### config.mk
export PLATFORM = sky130hd
export DESIGN_NAME = online_digit_seq
export DESIGN_NICKNAME = d
export VERILOG_FILES = /design/src/rtl/online_digit_seq_pkg.sv /design/src/rtl/online_digit_ser.sv /design/src/rtl/online_digit_seq.sv
export SDC_FILE = /design/constraint.sdc
export NUM_CORES = 1
export LEC_CHECK = 0
export CORE_MARGIN = 2
export CORE_UTILIZATION = 35
export DETAILED_ROUTE_END_ITERATION = 6
export GPL_TIMING_DRIVEN = 0
export MAX_ROUTING_LAYER = met4
export PLACE_DENSITY = 0.6
export SYNTH_ARGS = -nofsm -noshare
export SYNTH_HDL_FRONTEND = slang
export SYNTH_SLANG_ARGS = --single-unit
### constraint.sdc
create_clock -name clk -period 1.63 [get_ports clk]
set_input_delay 0.163 -clock clk [delete_from_list [all_inputs] [get_ports clk]]
set_output_delay 0.163 -clock clk [all_outputs]
set_load 0.02 [all_outputs]
### src/rtl/online_digit_seq_pkg.sv
// Package: online_digit_seq_pkg
// Shared definitions for the online digit sequencer and its operand serializer.
//   - FSM state encoding (IDLE / STREAM / DONE)
//   - borrow-save digit constants, encoded {p,n} with value p-n
//   - derived-width helpers for the cycle count, result width and counter width
package online_digit_seq_pkg;

  // FSM states, kept as plain constants so older tools can read them.
  localparam logic [1:0] ST_IDLE   = 2'd0;
  localparam logic [1:0] ST_STREAM = 2'd1;
  localparam logic [1:0] ST_DONE   = 2'd2;

  // {p,n} digit encodings; 2'b11 is also zero but never generated here.
  localparam logic [1:0] DIG_ZERO = 2'b00;
  localparam logic [1:0] DIG_POS  = 2'b10;
  localparam logic [1:0] DIG_NEG  = 2'b01;

  // Cycles spent in STREAM: input digits, plus the online delay, plus growth digits.
  function automatic int f_ncyc(input int stage, input int delta, input int extra);
    return stage + delta + extra;
  endfunction

  // Result width in bits: one {p,n} pair per result digit.
  function automatic int f_wl_res(input int stage, input int extra);
    return 2 * (stage + extra);
  endfunction

  // Width of a counter that must hold ncyc-1.
  function automatic int f_kw(input int ncyc);
    return (ncyc <= 2) ? 1 : $clog2(ncyc);
  endfunction

  // True for a digit with a nonzero value.
  function automatic logic f_dig_nonzero(input logic [1:0] d);
    return (d == DIG_POS) || (d == DIG_NEG);
  endfunction

endpackage

### src/rtl/online_digit_ser.sv
// Module: online_digit_ser
// Per-operand MSD-first serializer. A parallel borrow-save operand is loaded,
// then shifted left one digit per enabled cycle; zeros fill in from the LSD
// end so the output reads as zero padding once the real digits are exhausted.
// Ports:
//   clk    in  1   clock
//   rst    in  1   synchronous active-high reset
//   load   in  1   capture din (has priority over shift)
//   shift  in  1   advance to the next digit
//   din    in  WL  operand, MSD in the top two bits
//   digit  out 2   current digit {p,n}
module online_digit_ser
  import online_digit_seq_pkg::*;
#(
  parameter int WL = 8
) (
  input  logic          clk,
  input  logic          rst,
  input  logic          load,
  input  logic          shift,
  input  logic [WL-1:0] din,
  output logic [1:0]    digit
);

  logic [WL-1:0] r_sh;

  always_ff @(posedge clk) begin
    if (rst) begin
      r_sh <= '0;
    end else if (load) begin
      r_sh <= din;
    end else if (shift) begin
      r_sh <= {r_sh[WL-3:0], DIG_ZERO};
    end
  end

  assign digit = r_sh[WL-1 -: 2];

endmodule

### src/rtl/online_digit_seq.sv
// Module: online_digit_seq
// Sequencer for a shared MSD-first online datapath. Accepts N_OPS borrow-save
// operands over valid/ready, streams them one digit per cycle (zero padded),
// gathers the datapath output digits after the online delay and returns the
// assembled redundant result over valid/ready.
// Ports:
//   clk, rst              clock, synchronous active-high reset
//   op_valid/op_ready     operand-set handshake
//   op_data               operand i in bits [i*WL +: WL]
//   dp_clr, dp_en         datapath clear / advance
//   dp_digit              current digit of operand i in bits [2i +: 2]
//   dp_out_digit          datapath output digit {p,n}
//   res_valid/res_ready   result handshake
//   res_data              result digits, MSD in the top two bits
// Optional build macro ONLINE_SEQ_STATS_EN adds:
//   ops_done[15:0]        result handshakes, wrapping
//   stall_cnt[15:0]       DONE cycles with res_ready low, saturating
module online_digit_seq
  import online_digit_seq_pkg::*;
#(
  parameter int Stage = 4,
  parameter int N_OPS = 3,
  parameter int DELTA = 2,
  parameter int EXTRA = 2,
  localparam int WL     = 2 * Stage,
  localparam int NCYC   = f_ncyc(Stage, DELTA, EXTRA),
  localparam int WL_RES = f_wl_res(Stage, EXTRA)
) (
  input  logic                clk,
  input  logic                rst,
  input  logic                op_valid,
  output logic                op_ready,
  input  logic [N_OPS*WL-1:0] op_data,
  output logic                dp_clr,
  output logic                dp_en,
  output logic [2*N_OPS-1:0]  dp_digit,
  input  logic [1:0]          dp_out_digit,
  output logic                res_valid,
  input  logic                res_ready,
  output logic [WL_RES-1:0]   res_data
`ifdef ONLINE_SEQ_STATS_EN
  ,
  output logic [15:0]         ops_done,
  output logic [15:0]         stall_cnt
`endif
);

  localparam int KW = f_kw(NCYC);

  logic [1:0]        r_state;
  logic [KW-1:0]     r_k;
  logic [WL_RES-1:0] r_res;

  logic w_stream;
  logic w_done;
  logic w_accept;
  logic w_last;
  logic [1:0] w_dig [N_OPS];

  assign w_stream = (r_state == ST_STREAM);
  assign w_done   = (r_state == ST_DONE);
  // Ready in DONE only alongside res_ready, so a new set can chain with no bubble.
  assign op_ready = (r_state == ST_IDLE) || (w_done && res_ready);
  assign w_accept = op_valid && op_ready;
  assign w_last   = w_stream && (r_k == KW'(NCYC - 1));

  always_ff @(posedge clk) begin
    if (rst) begin
      r_state <= ST_IDLE;
      r_k     <= '0;
      r_res   <= '0;
    end else begin
      case (r_state)
        ST_IDLE: begin
          if (w_accept) begin
            r_state <= ST_STREAM;
            r_k     <= '0;
          end
        end
        ST_STREAM: begin
          // Output digits only become meaningful after the online delay.
          if (r_k >= KW'(DELTA)) begin
            r_res <= {r_res[WL_RES-3:0], dp_out_digit};
          end
          if (w_last) begin
            r_state <= ST_DONE;
          end else begin
            r_k <= r_k + 1'b1;
          end
        end
        ST_DONE: begin
          if (res_ready) begin
            if (op_valid) begin
              r_state <= ST_STREAM;
              r_k     <= '0;
            end else begin
              r_state <= ST_IDLE;
            end
          end
        end
        default: r_state <= ST_IDLE;
      endcase
    end
  end

  genvar gi;
  generate
    for (gi = 0; gi < N_OPS; gi++) begin : g_ser
      online_digit_ser #(.WL(WL)) u_ser (
        .clk   (clk),
        .rst   (rst),
        .load  (w_accept),
        .shift (w_stream),
        .din   (op_data[gi*WL +: WL]),
        .digit (w_dig[gi])
      );
      assign dp_digit[2*gi +: 2] = w_stream ? w_dig[gi] : DIG_ZERO;
    end
  endgenerate

  assign dp_en     = w_stream;
  assign dp_clr    = !w_stream;
  assign res_valid = w_done;
  assign res_data  = r_res;

`ifdef ONLINE_SEQ_STATS_EN
  logic [15:0] r_ops_done;
  logic [15:0] r_stall_cnt;

  always_ff @(posedge clk) begin
    if (rst) begin
      r_ops_done  <= '0;
      r_stall_cnt <= '0;
    end else begin
      if (w_done && res_ready) begin
        r_ops_done <= r_ops_done + 16'd1;
      end
      if (w_done && !res_ready && (r_stall_cnt != 16'hFFFF)) begin
        r_stall_cnt <= r_stall_cnt + 16'd1;
      end
    end
  end

  assign ops_done  = r_ops_done;
  assign stall_cnt = r_stall_cnt;
`endif

endmodule
# Word-level counts from Yosys, hierarchy flattened
# Index checks and enable logic that the tools add are counted.
word_totals:
  wordCells: 46
  out_inout_bits: 22
  mem_bits_rw: 0
  ff_bits: 41
  latch_bits: 0
  rom_bits: 0
  in_bits: 30
  memories: 0
classes:
  div: 0
  n_lt_le_gt_ge: 1
  n_mul: 0
  muxes: 19
  n_eq_ne: 8
  n_reduce_logical: 11
  n_bitwise: 0
  add_sub_neg: 1
  shifts: 0
op_table:
  columns: ["cell", "count"]
  rows:
  - ["2-to-1 mux 8 bit", 6]
  - ["2-to-1 mux 2 bit", 6]
  - ["2-to-1 mux 3 bit", 4]
  - ["one-hot mux 3 bit (3 select lines)", 1]
  - ["inequality test 2 bit, second input constant", 3]
  - ["one-hot mux 2 bit (3 select lines)", 1]
  - ["AND reduction 5 bit", 1]
  - ["inequality test 2 x 1 -> 1 bit, second input constant", 2]
  - ["adder 3 x 1 -> 3 bit, second input constant", 1]
  - ["== test 3 bit, second input constant", 1]
  - [">= comparator 3 x 2 -> 1 bit, second input constant", 1]
  - ["logical AND 1 bit", 3]
  - ["AND reduction 3 bit", 1]
  - ["nonzero test 3 bit", 1]
  - ["== test 2 x 1 -> 1 bit, second input constant", 1]
  - ["== test 2 bit, second input constant", 1]
  - ["zero test 2 bit", 1]
  - ["AND reduction 2 bit", 1]
  - ["nonzero test 2 bit", 1]
  - ["zero test 1 bit", 1]
  - ["logical OR 1 bit", 1]
  - ["2-to-1 mux 1 bit", 1]

# Depth between registers and ports, before layout
# Gate-level depths: netlist of the first run.
logic_depth:
  depth_word: 6
  ltp_mapped: 6

# Modules after synthesis
# Synthesis of the first run repeated with hierarchy kept, for this count alone.
hier_totals:
  hier_cells: 196
  area_unflattened_um2: 1996.9
modules_own_cells:
  columns: ["mod", "seq_area_each_um2", "instances", "area_each_um2", "cells_per_inst"]
  rows:
  - ["online_digit_ser", 160.2, 3, 390.4, 38]
  - ["online_digit_seq", 340.3, 1, 825.8, 82]

# Worst setup path after synthesis of the first run
# Ideal clock, no wire load.
synth_path:
  kind: "reg-to-reg"
  start: "register r_k[1]"
  end: "register r_k[0]"
  n_path_buf: 0
  path_slack_ps: 232
  required_time_ps: 1507
  t_arrival_ps: 1274
  stages_incl_launch_ff: 6
  cell_sequence: "dfxtp_1 -> ha_1 -> ha_1 -> or3b_4 -> o21ai_4 -> o22ai_1"
synth_via:
  elab_chain_cells: 4
synth_lines:
  columns: ["element", "line_no", "rtl"]
  rows:
  - ["start, declared", "online_digit_seq.sv:51", "logic [KW-1:0] r_k;"]
  - ["start signal, assigned", "online_digit_seq.sv:88", "r_k <= r_k + 1'b1;"]
  - ["== test 3 bit", "online_digit_seq.sv:65", "assign w_last = w_stream && (r_k == KW'(NCYC - 1));"]
  - ["logical AND 1 bit", "online_digit_seq.sv:65", null]
  - ["inequality test 2 bit (no source line)", null, null]
  - ["AND reduction 5 bit (no source line)", null, null]
# No other way between the ends.
# A chain may end at the register's enable or synchronous reset.

# Final worst setup path of the first run
layout_path:
  start: "input port res_ready"
  end: "output port op_ready"
layout_via:
  elab_chain_cells: 2
layout_lines:
  columns: ["element", "line_no", "rtl"]
  rows:
  - ["start, declared", "online_digit_seq.sv:39", "input logic res_ready,"]
  - ["logical AND 1 bit", "online_digit_seq.sv:63", "assign op_ready = (r_state == ST_IDLE) || (w_done && res_ready);"]
  - ["logical OR 1 bit", "online_digit_seq.sv:63", null]
  - ["end, declared", "online_digit_seq.sv:32", "output logic op_ready,"]
# No other way between the ends.

==> results of run 1 <==
power by group:
group | total (W) | internal [W] | switching, W
clock | 0.000847 | 0.000499 | 0.000348
combinational | 0.000348 | 0.000175 | 0.000173
sequential | 0.00107 | 0.00105 | 0.0000239
sequential cells by signal, indices dropped and copies added (netlist names):
signal	count
g_ser.u_ser.r_sh	24
r_k	3
r_state	2
res_data	12
metal layers:
| layer | wire length, um | up-vias | global-route usage |
|---|---|---|---|
| met4 | 51 | 0 | 0.0429 |
| met3 | 324 | 6 | 0.0512 |
| met2 | 1980 | 50 | 0.246 |
| li1 | - | 838 | - |
| met5 | 0 | - | - |
| met1 | 2430 | 791 | 0.218 |
synth_stat cells (3+ instances only):
library cell               instances
sky130_fd_sc_hd__a21oi_1          24
sky130_fd_sc_hd__a32oi_1          18
sky130_fd_sc_hd__and2_1            7
sky130_fd_sc_hd__buf_2             8
sky130_fd_sc_hd__buf_4             6
sky130_fd_sc_hd__buf_6             6
sky130_fd_sc_hd__dfxtp_1          41
sky130_fd_sc_hd__ha_1              3
sky130_fd_sc_hd__mux2i_1          12
sky130_fd_sc_hd__nand2_1          18
sky130_fd_sc_hd__nand2b_1          3
sky130_fd_sc_hd__nand3_1           6
sky130_fd_sc_hd__o211ai_1         24
metrics by stage:
step | util | setup WS, ps | power (W)
after global placement | 0.483 | -382 | 0.00145
final | 0.503 | 68.7 | 0.00227
after floorplan | - | 232 | 0.00130
after global routing | 0.503 | 1.09 | 0.00237
after detailed placement | 0.483 | -390 | 0.00144
after CTS | 0.505 | 14.4 | 0.00230
layout make-up:
class | instances | area (um2) | share of cell area
clock inverters | 1 | 30.0 | 0.0115
repair buffers | 52 | 489 | 0.188
flip-flops and latches | 41 | 823 | 0.316
multi-input cells | 128 | 910 | 0.350
clock buffers | 7 | 86.3 | 0.0332
inverters | 4 | 27.5 | 0.0106
well taps | 70 | 87.6 | 0.0337
plain buffers | 21 | 149 | 0.0572
timing repair:
action	in CTS	in global routing
buffers inserted	0	2
setup endpoints to repair	10	7
hold buffers	0	0
gates cloned	0	0
pin swaps	0	0
resized for setup	32	5
cells by family after synthesis:
group,synth area share
compound gates,0.273
fa+ha+maj,0.0197
buf+inv,0.0931
flops,0.430
mux,0.0630
simple gates,0.121
how the worst max path moves through the flow:
stage,start,end
after floorplan,r_k[1],r_k[0]
after global placement,res_ready,op_ready
after detailed placement,res_ready,op_ready
after CTS,r_state[1],dp_digit[1]
after global routing,r_state[1],dp_digit[1]
final,res_ready,op_ready
worst max-delay path, cell delays in order:
cell and delay, ps:
sky130_fd_sc_hd__clkdlybuf4s50_1 480, sky130_fd_sc_hd__and2b_1 170, sky130_fd_sc_hd__buf_4 160, sky130_fd_sc_hd__buf_4 180, sky130_fd_sc_hd__nor2_1 80, sky130_fd_sc_hd__buf_2 160
==> impl_metrics.xml, run 1 <==
<?xml version="1.0" encoding="UTF-8"?>
<metrics>
  <group name="cells_and_area">
    <metric name="n_antenna_cell" unit="">0</metric>
    <metric name="final_net_count" unit="">286</metric>
    <metric name="layout_common_cells" unit="">sky130_fd_sc_hd__clkdlybuf4s50_1, sky130_fd_sc_hd__dfxtp_1, sky130_fd_sc_hd__o211ai_1, sky130_fd_sc_hd__a21oi_1</metric>
    <metric name="flow.area_growth_from_synthesis" unit="%">36.4</metric>
    <metric name="layout-drive-gt1-share" unit="">0.181</metric>
    <metric name="finalNonFillerCells" unit="">324</metric>
    <metric name="mostFrequentLayoutCell" unit="">sky130_fd_sc_hd__clkdlybuf4s50_1</metric>
    <metric name="fin_area" unit="mm2">0.00260</metric>
    <metric name="final.fill_count" unit="">529</metric>
  </group>
  <group name="yosys">
    <metric name="count_of_cell_types_in_the_netlist" unit="">27</metric>
    <metric name="synth_top_area_share" unit="">0.430</metric>
    <metric name="sequential_cell_area_fraction_in_the_yosys_report" unit="">0.430</metric>
    <metric name="average_cell_area_after_synthesis" unit="um2">9.79</metric>
    <metric name="syn_nets" unit="">228</metric>
    <metric name="netlist_area" unit="mm2">0.00191</metric>
    <metric name="synth.yosys.warnings" unit="">0</metric>
    <metric name="ys_top_cells_by_area" unit="">sky130_fd_sc_hd__dfxtp_1, sky130_fd_sc_hd__o211ai_1, sky130_fd_sc_hd__a32oi_1, sky130_fd_sc_hd__a21oi_1, sky130_fd_sc_hd__mux2i_1</metric>
    <metric name="yosys_register_bits" unit="">41</metric>
    <metric name="postSynth.asyncResetShare" unit="">0</metric>
    <metric name="cells_after_synth" unit="">195</metric>
    <metric name="synth_edf_count" unit="">0</metric>
    <metric name="synth_largest_area_cell" unit="">sky130_fd_sc_hd__dfxtp_1</metric>
    <metric name="most_used_dff_post_synth" unit="">sky130_fd_sc_hd__dfxtp_1</metric>
  </group>
  <group name="detailed_routing">
    <metric name="vias_per_cell" unit="">5.20</metric>
    <metric name="dr.pass1.iters" unit="">4</metric>
    <metric name="wl" unit="um">4790</metric>
    <metric name="routed-via-count" unit="">1685</metric>
    <metric name="detail-route-antenna-nets" unit="">0</metric>
    <metric name="drt_iter0_markers" unit="">96</metric>
    <metric name="drcViolationCount" unit="">0</metric>
    <metric name="detail_route.wl_per_cell" unit="um">14.8</metric>
  </group>
  <group name="sta">
    <metric name="maxSlewHeadroom" unit="">0.671</metric>
    <metric name="maxSlewViolCount" unit="">0</metric>
    <metric name="max_clock_freq" unit="MHz">640</metric>
    <metric name="worst_pin_slew" unit="ps">493</metric>
    <metric name="final_hold_viol_count" unit="">0</metric>
    <metric name="setup_violations" unit="">0</metric>
    <metric name="finalWorstPathRequiredPeriod" unit="ps">1560</metric>
    <metric name="grt_setup_unrepaired" unit="">false</metric>
    <metric name="setup_total_neg_slack" unit="ps">0</metric>
    <metric name="post-route-period-util" unit="">0.958</metric>
    <metric name="hold_ws" unit="ps">197</metric>
    <metric name="fin_skew" unit="ps">5.90</metric>
  </group>
  <group name="placement">
    <metric name="placedInstanceArea" unit="mm2">0.00250</metric>
    <metric name="place.detailed.hpwl" unit="um">3230</metric>
    <metric name="finalWeightedCongestion" unit="">0.736</metric>
    <metric name="io_buffer_count" unit="">50</metric>
    <metric name="placedCellCount" unit="">315</metric>
  </group>
  <group name="setup_path">
    <metric name="critPathRequiredTime" unit="ps">1470</metric>
    <metric name="worstRegToRegCells" unit="">5</metric>
    <metric name="critical_path.max_fanout" unit="">10</metric>
    <metric name="setup.worst_path.class" unit="">in -&gt; out</metric>
    <metric name="r2r_start" unit="">r_k[1]</metric>
    <metric name="critPathLaunchType" unit="">primary input</metric>
    <metric name="arrival" unit="ps">1400</metric>
    <metric name="ff2ff_setup_slack" unit="ps">150</metric>
    <metric name="regToRegEndpoint" unit="">r_k[1]</metric>
    <metric name="worstSetupEndpointType" unit="">output port</metric>
  </group>
  <group name="pwr">
    <metric name="power.ir.vdd_worst" unit="mV">0.425</metric>
    <metric name="standby_leakage_power" unit="nW">0.955</metric>
    <metric name="power_per_cell_area" unit="mW/mm2">870</metric>
  </group>
  <group name="clock_network">
    <metric name="root_buffer_master" unit="">sky130_fd_sc_hd__clkbuf_8</metric>
    <metric name="tritoncts" unit="">built</metric>
    <metric name="path_clk_slew" unit="ps">80</metric>
    <metric name="cts.htree.levels" unit="">2</metric>
    <metric name="cts-root-to-sink-buffers" unit="">2</metric>
    <metric name="cts_sinks" unit="">41</metric>
    <metric name="cts_inserted_buffers" unit="">5</metric>
    <metric name="clock_insertion_delay_worst_skew" unit="ps">290</metric>
  </group>
  <group name="grt">
    <metric name="grt_pass1_vias" unit="">1650</metric>
    <metric name="gr-usage-all-layers" unit="">0.165</metric>
    <metric name="grt_antenna_before_repair" unit="">0</metric>
    <metric name="grt_overflow" unit="">0</metric>
    <metric name="grt_start_max_net_pins" unit="">18</metric>
    <metric name="grt_first_pass_wirelength" unit="um">7980</metric>
  </group>
  <group name="floorplanning">
    <metric name="core_region_area" unit="mm2">0.00517</metric>
    <metric name="pin_count" unit="">52</metric>
    <metric name="floorplan.die.height" unit="um">77.8</metric>
    <metric name="fp-row-count" unit="">26</metric>
    <metric name="initial_core_util" unit="">0.369</metric>
    <metric name="die_area" unit="mm2">0.00606</metric>
    <metric name="chipWidth" unit="um">77.8</metric>
  </group>
  <group name="min_path">
    <metric name="holdPathStages" unit="">2</metric>
    <metric name="hp-class" unit="">in -&gt; reg</metric>
    <metric name="min_to" unit="">g_ser[2].u_ser.r_sh[3]</metric>
    <metric name="hold_path_startpoint" unit="">rst</metric>
  </group>
  <group name="run">
    <metric name="max_cap_violations" unit="">0</metric>
  </group>
  <group name="outcome">
    <metric name="run_status" unit="">finished, final reports clean</metric>
  </group>
</metrics>
Note: power is estimated with default switching activity, not from simulation.
==> run 2, diff against run 1 <==
Settings changed: CORE_MARGIN 2 to unset.
==> impl_metrics.xml, run 2 (synthesized netlist as in run 1, its figures left out) <==
<?xml version="1.0" encoding="UTF-8"?>
<metrics>
  <group name="placement">
    <metric name="io_buffer_count" unit="">50</metric>
    <metric name="place.detailed.hpwl" unit="um">3230</metric>
    <metric name="finalWeightedCongestion" unit="">0.723</metric>
  </group>
  <group name="min_path">
    <metric name="hp-class" unit="">in -&gt; reg</metric>
    <metric name="hold_path_startpoint" unit="">rst</metric>
  </group>
  <group name="pwr">
    <metric name="power.ir.vdd_worst" unit="mV">0.386</metric>
    <metric name="power_per_cell_area" unit="mW/mm2">803</metric>
    <metric name="fin_total_pwr" unit="W">0.00207</metric>
    <metric name="standby_leakage_power" unit="nW">0.918</metric>
  </group>
  <group name="setup_path">
    <metric name="critPathMaxStageDelay" unit="ps">590</metric>
    <metric name="r2r_start" unit="">r_k[1]</metric>
    <metric name="cp_num_buf_inv" unit="">1</metric>
    <metric name="critPathLaunchType" unit="">flip-flop</metric>
    <metric name="arrival" unit="ps">1410</metric>
    <metric name="critical-path-top-delay-family" unit="">buffers and inverters</metric>
    <metric name="cp_cell_sequence" unit="">and2b_1 -&gt; clkdlybuf4s50_1</metric>
    <metric name="setup.worst_path.class" unit="">reg -&gt; out</metric>
    <metric name="critPathRequiredTime" unit="ps">1470</metric>
    <metric name="worstSetupEndpointType" unit="">output port</metric>
    <metric name="critical_path.max_fanout" unit="">7</metric>
    <metric name="timing.critical_path.slowest_stage_cell" unit="">sky130_fd_sc_hd__clkdlybuf4s50_1</metric>
    <metric name="startpoint" unit="">r_state[0]</metric>
  </group>
  <group name="cells_and_area">
    <metric name="max_flop_register" unit="">g_ser.u_ser.r_sh</metric>
    <metric name="n_antenna_cell" unit="">0</metric>
    <metric name="ff_latch_area" unit="um2">823</metric>
    <metric name="final_net_count" unit="">286</metric>
    <metric name="mostFrequentLayoutCell" unit="">sky130_fd_sc_hd__clkdlybuf4s50_1</metric>
    <metric name="layout-drive-gt1-share" unit="">0.185</metric>
    <metric name="flip_flop_count_of_the_largest_register_all_copies_and_words_added" unit="">24</metric>
    <metric name="multiInputGateArea" unit="um2">910</metric>
    <metric name="final.fill_count" unit="">510</metric>
    <metric name="flow.area_growth_from_synthesis" unit="%">35.3</metric>
    <metric name="fin_util" unit="">0.499</metric>
    <metric name="layout_common_cells" unit="">sky130_fd_sc_hd__clkdlybuf4s50_1, sky130_fd_sc_hd__dfxtp_1, sky130_fd_sc_hd__o211ai_1, sky130_fd_sc_hd__a21oi_1</metric>
  </group>
  <group name="sta">
    <metric name="fin_skew" unit="ps">8.02</metric>
    <metric name="max_clock_freq" unit="MHz">635</metric>
    <metric name="final_hold_viol_count" unit="">0</metric>
    <metric name="maxSlewHeadroom" unit="">0.686</metric>
    <metric name="worst_pin_slew" unit="ps">471</metric>
    <metric name="maxSlewViolCount" unit="">0</metric>
    <metric name="post-route-period-util" unit="">0.965</metric>
    <metric name="setup_violations" unit="">0</metric>
    <metric name="grt_setup_unrepaired" unit="">false</metric>
    <metric name="finalWorstPathRequiredPeriod" unit="ps">1570</metric>
  </group>
  <group name="detailed_routing">
    <metric name="detail-route-antenna-nets" unit="">0</metric>
    <metric name="routed-via-count" unit="">1684</metric>
    <metric name="vias_per_cell" unit="">5.20</metric>
    <metric name="wl" unit="um">4760</metric>
    <metric name="drcViolationCount" unit="">0</metric>
    <metric name="dr.pass1.iters" unit="">4</metric>
    <metric name="detail_route.wl_per_cell" unit="um">14.7</metric>
    <metric name="drt_iter0_markers" unit="">82</metric>
  </group>
  <group name="clock_network">
    <metric name="path_clk_slew" unit="ps">90</metric>
    <metric name="cts.htree.levels" unit="">2</metric>
    <metric name="clock_insertion_delay_worst_skew" unit="ps">290</metric>
    <metric name="cts_inserted_buffers" unit="">5</metric>
    <metric name="cts_sinks" unit="">41</metric>
    <metric name="root_buffer_master" unit="">sky130_fd_sc_hd__clkbuf_8</metric>
    <metric name="cts-root-to-sink-buffers" unit="">2</metric>
    <metric name="cts_hold_repair.buffers" unit="">0</metric>
    <metric name="tritoncts" unit="">built</metric>
  </group>
  <group name="grt">
    <metric name="met3_track_usage_gr" unit="">0.0661</metric>
    <metric name="grt_start_max_net_pins" unit="">18</metric>
    <metric name="grt_first_pass_wirelength" unit="um">7710</metric>
    <metric name="grt_overflow" unit="">0</metric>
    <metric name="globalRouteMet2Util" unit="">0.278</metric>
    <metric name="grtUsageMet1" unit="">0.232</metric>
    <metric name="grt_antenna_before_repair" unit="">0</metric>
    <metric name="grt_pass1_vias" unit="">1614</metric>
    <metric name="top_usage_layer" unit="">met2</metric>
    <metric name="gr-usage-all-layers" unit="">0.183</metric>
  </group>
  <group name="floorplanning">
    <metric name="floorplan.die.height" unit="um">75.8</metric>
    <metric name="pin_count" unit="">52</metric>
    <metric name="core_region_area" unit="mm2">0.00517</metric>
    <metric name="die_area" unit="mm2">0.00575</metric>
    <metric name="initial_core_util" unit="">0.369</metric>
    <metric name="fp-row-count" unit="">26</metric>
    <metric name="chipWidth" unit="um">75.8</metric>
  </group>
  <group name="outcome">
    <metric name="run_status" unit="">finished, final reports clean</metric>
  </group>
  <group name="run">
    <metric name="max_cap_violations" unit="">0</metric>
  </group>
</metrics>
[run 2: cell count changes in the layout (fill, tap and decap cells not counted), sizes merged]
| cell | previous run | this run |
|---|---|---|
| buf | 27 | 25 |
| clkdlybuf4s50 | 40 | 41 |
| clkinv | 0 | 2 |
| bufinv | 1 | 0 |
| dlymetal6s2s | 1 | 0 |
| clkinvlp | 0 | 1 |
| clkdlybuf4s15 | 2 | 4 |
| clkbuf | 9 | 7 |
[run 2: cell type report]
cell class	count	area share
buffer	21	0.0577
inverter	4	0.0107
timing repair buffer	52	0.193
sequential	41	0.319
clock inverter	3	0.00678
tap	70	0.0339
clock buffer	5	0.0266
multi-input combinational	128	0.352
[run 2: repair_timing]
action / CTS / global route
endpoints found under the hold margin: 0 / 0
resized for setup: 31 / 3
buffers inserted: 0 / 2
setup endpoints to repair: 9 / 7
[run 2: stage by stage]
step	setup slack [ps]	std cells	setup TNS, ps	cell area [um2]	hold slack, ps
floorplan	232	195	0	1910	306
CTS	5.45	322	0	2590	193
detailed placement	-380	315	-1600	2500	457
global route	1.04	324	0	2580	190
finish	56.3	324	0	2580	190
global placement	-383	315	-1590	2500	451
[run 2: metal layers]
metal  vias up  routed length (um)
met5         -                   0
met4         0                  28
met3         5                 433
met2        60                2110
met1       775                2190
li1        844                   -
[run 2: final timing paths]
check | endpoint | slack, ps | cells past startpoint
min | g_ser[2].u_ser.r_sh[0] | 190 | 2
max | res_valid | 60 | 2
min reg2reg | res_data[11] | 460 | 2
max reg2reg | r_k[0] | 150 | 5
[run 2: report_power, final]
part	internal (W)	switching (W)	total (W)
combinational	0.000175	0.000173	0.000349
clock	0.000296	0.000358	0.000654
sequential	0.00105	0.0000241	0.00107
==> RTL change 1, RTL diff (config.mk and constraints of run 1) <==
The option `ONLINE_SEQ_STATS_EN` is turned on by a define.
--- a/src/rtl/online_digit_seq.sv
+++ b/src/rtl/online_digit_seq.sv
@@ -16,4 +16,6 @@
 //   ops_done[15:0]        result handshakes, wrapping
 //   stall_cnt[15:0]       DONE cycles with res_ready low, saturating
+`define ONLINE_SEQ_STATS_EN
+
 module online_digit_seq
   import online_digit_seq_pkg::*;
Formal check against the unedited RTL (old outputs only; new: ops_done and stall_cnt): equivalent (Yosys induction, for registers that start in step).
==> RTL change 1 against run 1 <==
  * The flow now finishes with violations (setup timing)
  * Setup slack got worse by 0.28 ns
  * First-iteration DRC count rose by 52%
  * Cell area up 98%
  * Sequential cell count rose by 32
  * Clock skew is 0.0020 ns higher
  * Wire length grew 100%
  * Sequential share of layout area shrank 2.5 points
  * Register-to-register slack worse by 0.36 ns
  * Critical path depth shrank 1
  * Area after synthesis increased by 75%
  * Total power rose by 73%
  * Largest cell class unchanged
  * Highest routed layer unchanged
==> RTL change 1: results (changes against run 1) <==
outcome=finished with violations (was completed); failing checks=setup timing; initial antenna violation count=0 (unchanged); Hold EP=r_state[0] (was g_ser[2].u_ser.r_sh[3]); slowest cell delay on critical path=0.42 ns (was 0.48 ns); Synthesized Nets=449 (was 228); Root Buffer=clkbuf_8 (unchanged); Rel. slew slack=61.5% (was 67.1%); gr usage total=18.6% (was 16.5%); DR iter-0 viols=146 (was 96); post-synthesis sequential area ratio=43.7% (was 43.0%); Setup-failing EPs final=17 (was 0); Slowest cell on crit path=or4_4 (was clkdlybuf4s50_1); Worst Path Arrival=2.12 ns (was 1.40 ns); CTS H-tree depth=3 (was 2); final setup margin=-0.211 ns (was 0.0687 ns); share of cells above drive strength 1=24.5% (was 18.1%); half-perimeter wire length after detailed placement=6430 µm (was 3230 µm); gpl congestion=0.829 (was 0.736); skew final=0.00787 ns (was 0.00590 ns); via count=3490 (was 1685); hold-fix buffers at CTS=0 (unchanged); Port-buffer cells=82 (was 50); first-pass GRT wire length=14800 µm (was 7980 µm); Initial DRT Pass Iterations=5 (was 4); CTS buffer count=9 (was 5); ANT cells=0 (unchanged); post-place setup slack=-0.772 ns (was -0.390 ns); worst reg2reg path endpoint=stall_cnt[9] (was r_k[1]); Leak=2.01 nW (was 0.955 nW); CP Max Fanout=6 (was 10); HP Start=res_ready (was rst); Distinct cells, synth=42 (was 27); WL final=9640 µm (was 4790 µm); delay-heaviest family, CP=simple AND/OR/NAND/NOR gates (was buffers and inverters); Critical path origin=r_state[1] (was res_ready); worst-skew pair later-pin latency=0.35 ns (was 0.29 ns); P_int=2.93 mW (was 1.72 mW); synth top area cells=dfxtp_1 44%, nand2_1 8.3%, a21oi_1 6.1% (was dfxtp_1 43%, o211ai_1 9.4%, a32oi_1 8.3%); Worst VDD drop=518 µV (was 425 µV); critical path class=flop to flop (was primary input to primary output); Final Net Count=569 (was 286)
-- RTL change 1: final cells by class --
class / count / area, µm²
multi-input combinational: 308 / 1960
clock buffer: 9 / 124
timing repair buffer: 113 / 1110
tap: 129 / 161
inverter: 7 / 42.5
clock inverter: 7 / 98.8
buffer: 22 / 153
fill: 849 / 4100
sequential: 73 / 1500
-- RTL change 1: routing by layer --
layer	GRT usage (%)	vias to the layer above	share of wire (%)
met3	4.49	10	5.6
met2	29.9	119	48
li1	-	1713	-
met5	-	-	0
met1	23.4	1648	45
met4	5.09	0	1.4
-- RTL change 1: repair_timing --
action                                  4_1_cts  5_1_grt
hold endpoints to repair                      0        0
endpoints found under the setup margin       67       84
cloned                                        0        1
pin swaps                                     4       15
setup buffers                                15       15
gates resized for setup                      82       70
-- RTL change 1: cell families after synthesis --
logic type                 Yosys count  synth area share [%]
and+or+nand+nor                    202                  29.9
xor gates and xnor gates             8                  2.10
buffers and inverters               33                  4.04
muxes                                7                  2.28
adders and majority gates            5                  1.87
AOI/OAI and AO/OA                   86                  16.2
DFF                                 73                  43.7
-- RTL change 1: metrics by stage --
step / setup TNS (ns) / hold slack (ns) / area [µm²] / std cells
final: -1.54 / 0.302 / 5140 / 668
after global routing: -2.73 / 0.313 / 5140 / 668
after CTS: -1.30 / 0.256 / 4820 / 654
after detailed placement: -24.52 / 0.455 / 4380 / 625
after global placement: -23.05 / 0.440 / 4380 / 625
after floorplan: -0.375 / 0.299 / 3400 / 414
-- RTL change 1: power by group through the flow --
stage                     combinational, mW  clock (mW)  sequential, mW
after floorplan                       0.207           0            1.89
after CTS                             0.416        1.65            1.86
after global routing                  0.503        1.74            1.87
after detailed placement              0.376           0            1.90
after global placement                0.372           0            1.90
final                                 0.464        1.60            1.86
==> RTL change 2, RTL diff (flow settings as in run 1) <==
Without the edit above. Put a register stage on the output `dp_digit`, without a reset. The value now appears one clock later. The other outputs are not delayed to match.
--- a/src/rtl/online_digit_seq.sv
+++ b/src/rtl/online_digit_seq.sv
@@ -47,4 +47,6 @@
 
   localparam int KW = f_kw(NCYC);
+
+  logic [2*N_OPS-1:0] dp_digit_d;
 
   logic [1:0]        r_state;
@@ -115,5 +117,5 @@
         .digit (w_dig[gi])
       );
-      assign dp_digit[2*gi +: 2] = w_stream ? w_dig[gi] : DIG_ZERO;
+      assign dp_digit_d[2*gi +: 2] = w_stream ? w_dig[gi] : DIG_ZERO;
     end
   endgenerate
@@ -146,3 +148,7 @@
 `endif
 
+  always_ff @(posedge clk) begin
+    dp_digit <= dp_digit_d;
+  end
+
 endmodule
Function: changed (Yosys sat finds a counterexample within 4 cycles, from zero or initial values and one cycle with rst high).
==> RTL change 2 against run 1 <==
  * Cell area grew 3.9%
  * Fmax grew 0.28%
  * Synthesized cell count grew 3.1%
  * Wire length grew 2.1%
  * Area after synthesis grew 5.8%
  * Via count grew 1.3%
  * Sequential cell count grew 6
  * Total power grew 4.0%
  * Setup slack gained 0.0043 ns
  * Combinational power shrank 1%
  * Critical path depth is the same
  * Cell count grew 2.2%
  * Largest cell class is now flip-flops and latches
  * Largest power group unchanged
==> RTL change 2: results (changes against run 1) <==
DR iter-0 viols=120 (was 96); Placed Area=2610 µm² (was 2500 µm²); vias in the first global route=1686 (was 1650); post-cts sizing count=13 (was 32); post-place setup slack=-0.379 ns (was -0.390 ns); first-pass GRT wire length=7940 µm (was 7980 µm); Via density=5.16 (was 5.20); WL final=4890 µm (was 4790 µm); Root Buffer=clkbuf_8 (unchanged); Port-buffer cells=50 (unchanged); Logic pwr share=14.5% (was 15.3%); Synthesized Nets=234 (was 228); Largest Register=g_ser.u_ser.r_sh (unchanged); top cells by count, synth=47 x dfxtp_1, 24 x a21oi_1, 24 x o211ai_1 (was 41 x dfxtp_1, 24 x a21oi_1, 24 x o211ai_1); largest net degree at the start of global routing=15 (was 18); Clock transition at path regs=0.09 ns; Final Net Count=291 (was 286); Rel. slew slack=67.9% (was 67.1%); P_int=1.76 mW (was 1.72 mW); Leak=0.986 nW (was 0.955 nW); R2R cell count=5 (unchanged); synth top area cells=dfxtp_1 47%, o211ai_1 8.9%, a32oi_1 7.8% (was dfxtp_1 43%, o211ai_1 9.4%, a32oi_1 8.3%); Initial DRT Pass Iterations=4 (unchanged); post-synthesis adder-cell area fraction=1.86% (was 1.97%); gpl congestion=0.743 (was 0.736); skew final=0.00917 ns (was 0.00590 ns); post-synthesis sequential area ratio=46.6% (was 43.0%); Post-CTS Setup Inserts=0 (unchanged); worst-skew pair later-pin latency=0.30 ns; Distinct cells, synth=28 (was 27); Compound-Gate Fraction of Synth Area=25.8% (was 27.3%); Worst VDD drop=345 µV (was 425 µV); outcome=completed (unchanged); gr usage total=16.3% (was 16.5%); Largest register FFs=24 (unchanged); half-perimeter wire length after detailed placement=3330 µm (was 3230 µm); portion of netlist area occupied by mux cells=5.95% (was 6.30%); share of cells above drive strength 1=15.4% (was 18.1%); Flop pwr share=51.9% (was 47.3%)
==> RTL change 2: cell types whose count changed in the layout (fill, tap and decap cells not counted), moves of 2 or more <==
cell,run 1,this run
buf_2,14,10
clkdlybuf4s15_2,2,0
dfxtp_1,39,45
clkdlybuf4s50_1,40,46
==> RTL change 2: per-layer routing <==
layer / GRT usage [%] / vias to the layer above / routed length [µm] / share of wire, %
li1: - / 856 / - / -
met4: 4.07 / 0 / 48 / 0.98
met1: 20.5 / 796 / 2320 / 47
met5: - / - / 0 / 0
met2: 24.8 / 49 / 2180 / 44
met3: 6.00 / 6 / 344 / 7.0
==> RTL change 2: layout make-up <==
cell class | count | area, µm²
clock inverter | 1 | 7.51
buffer | 21 | 145
tap | 72 | 90.1
multi-input combinational | 129 | 916
inverter | 4 | 17.5
clock buffer | 7 | 96.3
sequential | 47 | 943
timing repair buffer | 50 | 488
fill | 565 | 2840
==> RTL change 2: per-stage QoR <==
stage          setup TNS, ns  total power [mW]  instances
6_report                   0              2.36        331
5_1_grt                    0              2.46        331
3_3_place_gp          -0.482              1.60        323
3_5_place_dp          -0.461              1.60        323
2_1_floorplan              0              1.46        201
4_1_cts                    0              2.39        331
==> RTL change 2: critical path, stage by stage <==
cell and delay, ns:
clkdlybuf4s50_1 0.47, and2b_1 0.17, buf_4 0.16, buf_4 0.18
nor2_1 0.08, buf_2 0.16
==> RTL change 2: path summary, 6_finish.rpt <==
check	from	to	slack [ns]
max reg2reg	r_k[1]	r_k[0]	0.15
min reg2reg	g_ser[0].u_ser.r_sh[6]	dp_digit[0]	0.46
max	res_ready	op_ready	0.07
min	rst	g_ser[2].u_ser.r_sh[4]	0.19
